### config.mk
export PLATFORM = sky130hd
export DESIGN_NAME = instrumented_adder_sequencer_flat
export DESIGN_NICKNAME = d
export VERILOG_FILES = /design/src/rtl/instrumented_adder_sequencer_if.sv /design/src/rtl/instrumented_adder_sequencer.sv /design/src/flat_wrapper.sv
export SDC_FILE = /design/constraint.sdc
export NUM_CORES = 1
export LEC_CHECK = 0
export CAP_MARGIN = 20
export CELL_PAD_IN_SITES_DETAIL_PLACEMENT = 1
export CELL_PAD_IN_SITES_GLOBAL_PLACEMENT = 1
export CORE_MARGIN = 5
export CORE_UTILIZATION = 37
export CTS_CLUSTER_SIZE = 16
export DETAILED_ROUTE_END_ITERATION = 7
export PLACE_DENSITY = 0.91
export SLEW_MARGIN = 15
export SYNTH_ARGS = -nofsm -noshare
export SYNTH_HDL_FRONTEND = slang
export SYNTH_SLANG_ARGS = --single-unit
export TNS_END_PERCENT = 10
### constraint.sdc
create_clock -name wb_clk_i -period 4 [get_ports wb_clk_i]
set_clock_uncertainty 0.15 [all_clocks]
set_input_delay 0.8 -clock wb_clk_i [delete_from_list [all_inputs] [get_ports wb_clk_i]]
set_output_delay 0.8 -clock wb_clk_i [all_outputs]
set_load 0.02 [all_outputs]
### src/rtl/instrumented_adder_sequencer_if.sv
// Purpose: command, adder-drive and result signals of the instrumented adder
//          sequencer, bundled into one interface.
// Modports:
//   master - the sequencer: takes commands, drives adder operands and ring
//            control, and returns results.
//   slave  - the harness/adder side: issues commands, returns sum and ring
//            count, and consumes results.
interface instrumented_adder_sequencer_if #(
    parameter int unsigned WIDTH = 32,
    parameter int unsigned CNT_W = 32,
    parameter int unsigned WIN_W = 16
);
    logic             cmd_valid;
    logic             cmd_ready;
    logic [WIDTH-1:0] cmd_a;
    logic [WIDTH-1:0] cmd_b;
    logic [WIN_W-1:0] cmd_window;
    logic [WIDTH-1:0] adder_a;
    logic [WIDTH-1:0] adder_b;
    logic             ring_en;
    logic             cnt_clear;
    logic [WIDTH-1:0] adder_sum;
    logic [CNT_W-1:0] ring_count;
    logic             res_valid;
    logic             res_ready;
    logic [WIDTH-1:0] res_sum;
    logic [CNT_W-1:0] res_count;
    logic [WIN_W-1:0] res_window;

    modport master (
        input  cmd_valid, cmd_a, cmd_b, cmd_window, adder_sum, ring_count, res_ready,
        output cmd_ready, adder_a, adder_b, ring_en, cnt_clear,
        output res_valid, res_sum, res_count, res_window
    );

    modport slave (
        output cmd_valid, cmd_a, cmd_b, cmd_window, adder_sum, ring_count, res_ready,
        input  cmd_ready, adder_a, adder_b, ring_en, cnt_clear,
        input  res_valid, res_sum, res_count, res_window
    );
endinterface

### src/rtl/instrumented_adder_sequencer.sv
// Purpose: harness-side controller for the instrumented adder. Accepts a
//          (a, b, window) command, drives and settles the operands, runs the
//          ring oscillator for exactly `window` cycles, drains the count
//          synchroniser, then returns sum/count over a valid/ready handshake.
// Ports:
//   wb_clk_i - clock
//   rst_n    - asynchronous active-low reset
//   active   - project select; low aborts to IDLE
//   bus      - command / adder / result interface (master side)
// Note: SETTLE and DRAIN must both be at least 1.
module instrumented_adder_sequencer #(
    parameter int unsigned WIDTH  = 32,
    parameter int unsigned CNT_W  = 32,
    parameter int unsigned WIN_W  = 16,
    parameter int unsigned SETTLE = 4,
    parameter int unsigned DRAIN  = 3
) (
    input  logic                          wb_clk_i,
    input  logic                          rst_n,
    input  logic                          active,
    instrumented_adder_sequencer_if.master bus
);
    localparam int unsigned PH_MAX = (SETTLE > DRAIN) ? SETTLE : DRAIN;
    localparam int unsigned PH_W   = $clog2(PH_MAX + 1);

    localparam logic [2:0] S_IDLE   = 3'd0;
    localparam logic [2:0] S_SETTLE = 3'd1;
    localparam logic [2:0] S_RUN    = 3'd2;
    localparam logic [2:0] S_DRAIN  = 3'd3;
    localparam logic [2:0] S_DONE   = 3'd4;

    logic [2:0]       state_q,     state_d;
    logic [PH_W-1:0]  ph_q,        ph_d;
    logic [WIN_W-1:0] win_q,       win_d;
    logic [WIN_W-1:0] window_q,    window_d;
    logic [WIDTH-1:0] adder_a_q,   adder_a_d;
    logic [WIDTH-1:0] adder_b_q,   adder_b_d;
    logic             ring_en_q,   ring_en_d;
    logic             cnt_clear_q, cnt_clear_d;
    logic             cmd_ready_q, cmd_ready_d;
    logic             res_valid_q, res_valid_d;
    logic [WIDTH-1:0] res_sum_q,   res_sum_d;
    logic [CNT_W-1:0] res_count_q, res_count_d;
    logic [WIN_W-1:0] res_win_q,   res_win_d;

    // State and registered outputs; reset clears ring_en without a clock edge.
    always_ff @(posedge wb_clk_i or negedge rst_n) begin
        if (!rst_n) begin
            state_q     <= S_IDLE;
            ph_q        <= '0;
            win_q       <= '0;
            window_q    <= '0;
            adder_a_q   <= '0;
            adder_b_q   <= '0;
            ring_en_q   <= 1'b0;
            cnt_clear_q <= 1'b0;
            cmd_ready_q <= 1'b0;
            res_valid_q <= 1'b0;
            res_sum_q   <= '0;
            res_count_q <= '0;
            res_win_q   <= '0;
        end else begin
            state_q     <= state_d;
            ph_q        <= ph_d;
            win_q       <= win_d;
            window_q    <= window_d;
            adder_a_q   <= adder_a_d;
            adder_b_q   <= adder_b_d;
            ring_en_q   <= ring_en_d;
            cnt_clear_q <= cnt_clear_d;
            cmd_ready_q <= cmd_ready_d;
            res_valid_q <= res_valid_d;
            res_sum_q   <= res_sum_d;
            res_count_q <= res_count_d;
            res_win_q   <= res_win_d;
        end
    end

    // Next-state and next-output logic.
    always_comb begin
        state_d     = state_q;
        ph_d        = ph_q;
        win_d       = win_q;
        window_d    = window_q;
        adder_a_d   = adder_a_q;
        adder_b_d   = adder_b_q;
        ring_en_d   = ring_en_q;
        cnt_clear_d = 1'b0;
        res_valid_d = res_valid_q;
        res_sum_d   = res_sum_q;
        res_count_d = res_count_q;
        res_win_d   = res_win_q;

        case (state_q)
            S_IDLE: begin
                if (bus.cmd_valid && cmd_ready_q) begin
                    adder_a_d   = bus.cmd_a;
                    adder_b_d   = bus.cmd_b;
                    window_d    = bus.cmd_window;
                    win_d       = bus.cmd_window;
                    cnt_clear_d = 1'b1;
                    ph_d        = PH_W'(SETTLE - 1);
                    state_d     = S_SETTLE;
                end
            end
            S_SETTLE: begin
                if (ph_q == '0) begin
                    if (win_q != '0) begin
                        ring_en_d = 1'b1;
                        state_d   = S_RUN;
                    end else begin
                        ph_d    = PH_W'(DRAIN - 1);
                        state_d = S_DRAIN;
                    end
                end else begin
                    ph_d = ph_q - PH_W'(1);
                end
            end
            S_RUN: begin
                // ring_en was raised on entry, so the last enabled cycle is win_q==1.
                win_d = win_q - WIN_W'(1);
                if (win_q == WIN_W'(1)) begin
                    ring_en_d = 1'b0;
                    ph_d      = PH_W'(DRAIN - 1);
                    state_d   = S_DRAIN;
                end
            end
            S_DRAIN: begin
                if (ph_q == '0) begin
                    res_sum_d   = bus.adder_sum;
                    res_count_d = bus.ring_count;
                    res_win_d   = window_q;
                    res_valid_d = 1'b1;
                    state_d     = S_DONE;
                end else begin
                    ph_d = ph_q - PH_W'(1);
                end
            end
            S_DONE: begin
                if (res_valid_q && bus.res_ready) begin
                    res_valid_d = 1'b0;
                    state_d     = S_IDLE;
                end
            end
            default: begin
                ring_en_d   = 1'b0;
                res_valid_d = 1'b0;
                state_d     = S_IDLE;
            end
        endcase

        // Deselect aborts everything; operands keep their last values.
        if (!active) begin
            state_d     = S_IDLE;
            ring_en_d   = 1'b0;
            cnt_clear_d = 1'b0;
            res_valid_d = 1'b0;
            adder_a_d   = adder_a_q;
            adder_b_d   = adder_b_q;
            window_d    = window_q;
        end

        cmd_ready_d = active && (state_d == S_IDLE);
    end

    assign bus.cmd_ready  = cmd_ready_q;
    assign bus.adder_a    = adder_a_q;
    assign bus.adder_b    = adder_b_q;
    assign bus.ring_en    = ring_en_q;
    assign bus.cnt_clear  = cnt_clear_q;
    assign bus.res_valid  = res_valid_q;
    assign bus.res_sum    = res_sum_q;
    assign bus.res_count  = res_count_q;
    assign bus.res_window = res_win_q;
endmodule
### src/flat_wrapper.sv
// flat-port wrapper written by rule: the top's interface ports become plain ports
module instrumented_adder_sequencer_flat 
#(
    parameter int unsigned WIDTH  = 32,
    parameter int unsigned CNT_W  = 32,
    parameter int unsigned WIN_W  = 16,
    parameter int unsigned SETTLE = 4,
    parameter int unsigned DRAIN  = 3
)
  (wb_clk_i, rst_n, active, bus_cmd_valid, bus_cmd_a, bus_cmd_b, bus_cmd_window, bus_adder_sum, bus_ring_count, bus_res_ready, bus_cmd_ready, bus_adder_a, bus_adder_b, bus_ring_en, bus_cnt_clear, bus_res_valid, bus_res_sum, bus_res_count, bus_res_window);
  instrumented_adder_sequencer_if #(.WIDTH(WIDTH), .CNT_W(CNT_W), .WIN_W(WIN_W)) bus_i ();
  input  logic wb_clk_i;
  input  logic rst_n;
  input  logic active;
  input wire logic [$bits(bus_i.cmd_valid)-1:0] bus_cmd_valid;
  input wire logic [$bits(bus_i.cmd_a)-1:0] bus_cmd_a;
  input wire logic [$bits(bus_i.cmd_b)-1:0] bus_cmd_b;
  input wire logic [$bits(bus_i.cmd_window)-1:0] bus_cmd_window;
  input wire logic [$bits(bus_i.adder_sum)-1:0] bus_adder_sum;
  input wire logic [$bits(bus_i.ring_count)-1:0] bus_ring_count;
  input wire logic [$bits(bus_i.res_ready)-1:0] bus_res_ready;
  output wire logic [$bits(bus_i.cmd_ready)-1:0] bus_cmd_ready;
  output wire logic [$bits(bus_i.adder_a)-1:0] bus_adder_a;
  output wire logic [$bits(bus_i.adder_b)-1:0] bus_adder_b;
  output wire logic [$bits(bus_i.ring_en)-1:0] bus_ring_en;
  output wire logic [$bits(bus_i.cnt_clear)-1:0] bus_cnt_clear;
  output wire logic [$bits(bus_i.res_valid)-1:0] bus_res_valid;
  output wire logic [$bits(bus_i.res_sum)-1:0] bus_res_sum;
  output wire logic [$bits(bus_i.res_count)-1:0] bus_res_count;
  output wire logic [$bits(bus_i.res_window)-1:0] bus_res_window;
  assign bus_i.cmd_valid = bus_cmd_valid;
  assign bus_i.cmd_a = bus_cmd_a;
  assign bus_i.cmd_b = bus_cmd_b;
  assign bus_i.cmd_window = bus_cmd_window;
  assign bus_i.adder_sum = bus_adder_sum;
  assign bus_i.ring_count = bus_ring_count;
  assign bus_i.res_ready = bus_res_ready;
  assign bus_cmd_ready = bus_i.cmd_ready;
  assign bus_adder_a = bus_i.adder_a;
  assign bus_adder_b = bus_i.adder_b;
  assign bus_ring_en = bus_i.ring_en;
  assign bus_cnt_clear = bus_i.cnt_clear;
  assign bus_res_valid = bus_i.res_valid;
  assign bus_res_sum = bus_i.res_sum;
  assign bus_res_count = bus_i.res_count;
  assign bus_res_window = bus_i.res_window;
  instrumented_adder_sequencer #(.WIDTH(WIDTH), .CNT_W(CNT_W), .WIN_W(WIN_W), .SETTLE(SETTLE), .DRAIN(DRAIN)) u_core (.wb_clk_i(wb_clk_i), .rst_n(rst_n), .active(active), .bus(bus_i));
endmodule
==> results by group <==
Outcome
  – Status: completed

Critical path
  – Worst path required time: around 4.2 ns
  – CP Class: reg -> reg
  – Worst setup EP type: flop
  – FF-to-FF setup slack: 1.45 ns
  – Startpoint Class: flop
  – CP arrival: 2.71 ns
  – Worst-path maximum fanout: 8

STA
  – Final Cycle Share: between 60% and 70%
  – Final setup fails: 0
  – RSZ-0062 raised after global routing: no
  – Rel. slew slack: 52.12%
  – Setup_tns: 0 ns
  – Final Hold Vio Count: 0
  – F_max: slightly below 0.4 GHz
  – Worst slew pin tran: 0.7182 ns
  – Final slew viol count: 0
  – Hold WS: 0.2802 ns
  – Final worst path period need: approximately 2.6 ns

Detailed routing
  – ANT nets after route: 0
  – Drt first pass iters: 4
  – Drt total wl: 21980 um
  – Via density: about 5
  – Initial detailed-routing violation count: 142
  – Wire per inst: 20.22 um
  – Residual DRC count: 0
  – Vias post-DR: 5339

Global route
  – Gr usage total: a little under a fifth
  – Largest net degree at the start of global routing: 89
  – Vias in the first global route: 6082
  – First-pass GRT wire length: 35070 um
  – Initial antenna violation count: 0
  – Grt total ovfl: 0

Clock network
  – Post CTS Setup Buffer Count: 0
  – Post-cts gate resize count: 0
  – CTS Buffer Depth: 2
  – Clock Latency Late Sink: 0.42 ns
  – Clk slew on worst S/H paths: 0.07 ns
  – Root Buffer Master: clkbuf_16
  – H-tree depth: 4
  – CTS Buf Count: 17
  – Hold_buf cts: 0
  – Clock sink count: 186
  – TritonCTS clock tree: built

Die
  – Num ports: about 300
  – CORE AREA: 20040 sq um
  – Row count: 52
  – Initial core utilization: a little under two fifths
  – Die Height: 151.9 um
  – Width of the die: roughly 150 um
  – Die area: roughly 23000 sq um

Final layout
  – Commonest non-fill, non-tap cell in the layout: clkdlybuf4s50_1
  – Most frequent cells in the layout: clkdlybuf4s50_1 (295), dfrtp_1 (186), mux2_2 (160)
  – Area delta synth->final: 52.52%
  – Layout cells sized above 1: 26.68%
  – Final nets: about 960
  – Diode count: 0

Yosys
  – Netlist Area Pre-Place: 7452 sq um
  – Ys async rst share: 100.0%
  – Seq/Total Area, Yosys: between 60 and 70%
  – Syn Area/Cell: 14.70 sq um
  – Yosys reg bits: 186
  – Synth Net Count: 661
  – Synth Instances: 507
  – Post-synth EDFFs: 0
  – Synth cell types: 50
  – Predominant post-synthesis flop cell: dfrtp_1
  – Synth top area share: 62.46%
  – Area leader, netlist: dfrtp_1
  – Yosys warns: 0
  – Largest cells by area after synthesis: dfrtp_1 (62%), mux2_2 (24%), nand2_1 (1.2%)

Pwr
  – Leak Pwr: approximately 5 nW
  – Power Dens Cells: between 400 and 500 nW/um^2
  – Peak VDD IR: 0.0003038 V
  – Final Total Pwr: around 5.4 mW

Job
  – Max_cap viols: 0

Placement
  – PortBufs: between 200 and 300
  – RePlAce Congestion: ~0.77
  – Post-DP HPWL: 16580 um

Worst hold path
  – Hold Path Class: in -> async
worst paths after layout:
check / startpoint / end / depth (start not counted)
min in group wb_clk_i: u_core.bus.adder_a[9]$_DFFE_PN0P_ / u_core.bus.adder_a[9]$_DFFE_PN0P_ / 1
max in group asynchronous: rst_n / u_core.win_q[9]$_DFFE_PN0P_ / 2
worst max register to register: u_core.win_q[2]$_DFFE_PN0P_ / u_core.ph_q[1]$_DFFE_PN0P_ / 5
worst min-delay path: rst_n / u_core.bus.res_count[11]$_DFFE_PN0P_ / 1
worst max-delay path: u_core.win_q[2]$_DFFE_PN0P_ / u_core.ph_q[1]$_DFFE_PN0P_ / 5
worst min register to register: u_core.bus.adder_a[9]$_DFFE_PN0P_ / u_core.bus.adder_a[9]$_DFFE_PN0P_ / 1
through the flow:
stage                     area (sq um)  utilization (%)  std cells  setup WS, ns
after floorplan                   7452                -        507         1.452
after global placement           10740            53.60       1055         1.080
after detailed placement         10740            53.60       1055         1.037
after CTS                        11370            56.72       1087         1.433
after global routing             11370            56.72       1087         1.238
final                            11370            56.72       1087         1.446
kinds of logic after synthesis:
logic type,synth area share (%)
flip-flops,62.46
multiplexers,24.58
AND/OR/NAND/NOR,5.944
AO/OA/AOI/OAI,4.248
buffers and inverters,1.813
adder cells (fa/ha/maj),0.8395
XOR/XNOR,0.1176
report_power, final:
part	internal [mW]	switching, mW	total (mW)
clock	1.02	0.757	1.78
combinational	0.703	0.573	1.28
sequential	2.17	0.183	2.35
total	3.89	1.51	5.41
metal layers:
layer  track usage, %  up-vias  wire length [um]
li1                 -     2417                 -
met1            21.79     2689              8659
met2            33.89      204             11440
met3            6.542       29              1513
met4            5.608        0               360
met5                0        -                 0
area by class of cell:
cell class	count	area (sq um)
clock buffer	19	442.9
clock inverter	13	181.4
fill	2034	8673
inverter	6	22.52
multi-input combinational	289	2675
sequential	186	4654
tap	270	337.8
timing repair buffer	304	3052
worst max-delay path, cell delays in order (launching register included):
cell and delay (ns):
dfrtp_1 0.46, or4_4 0.59, or4b_4 0.61, o32ai_2 0.19, nor3_2 0.14, mux2_4 0.31
state kept, by name, indices dropped and copies added, names as in the netlist:
name	count
u_core.bus.res_count	32
u_core.bus.adder_b	32
u_core.bus.res_window	16
u_core.bus.res_valid	1
u_core.bus.res_sum	32
u_core.bus.ring_en	1
u_core.ph_q	3
u_core.bus.adder_a	32
u_core.state_q	3
u_core.win_q	16
u_core.bus.cmd_ready	1
u_core.window_q	16
u_core.bus.cnt_clear	1
synth_stat cells (3+ instances only):
master / number
nand3_1: 5
dfrtp_1: 186
mux2_2: 160
nor3_1: 4
inv_1: 6
o21ai_0: 6
o311ai_0: 4
ha_1: 5
nand4b_1: 3
nand2_1: 23
a21oi_1: 5
clkbuf_1: 22
nand2b_1: 3
o211ai_1: 7
nor2_1: 20
No activity file was read; power rests on OpenSTA's default activity.
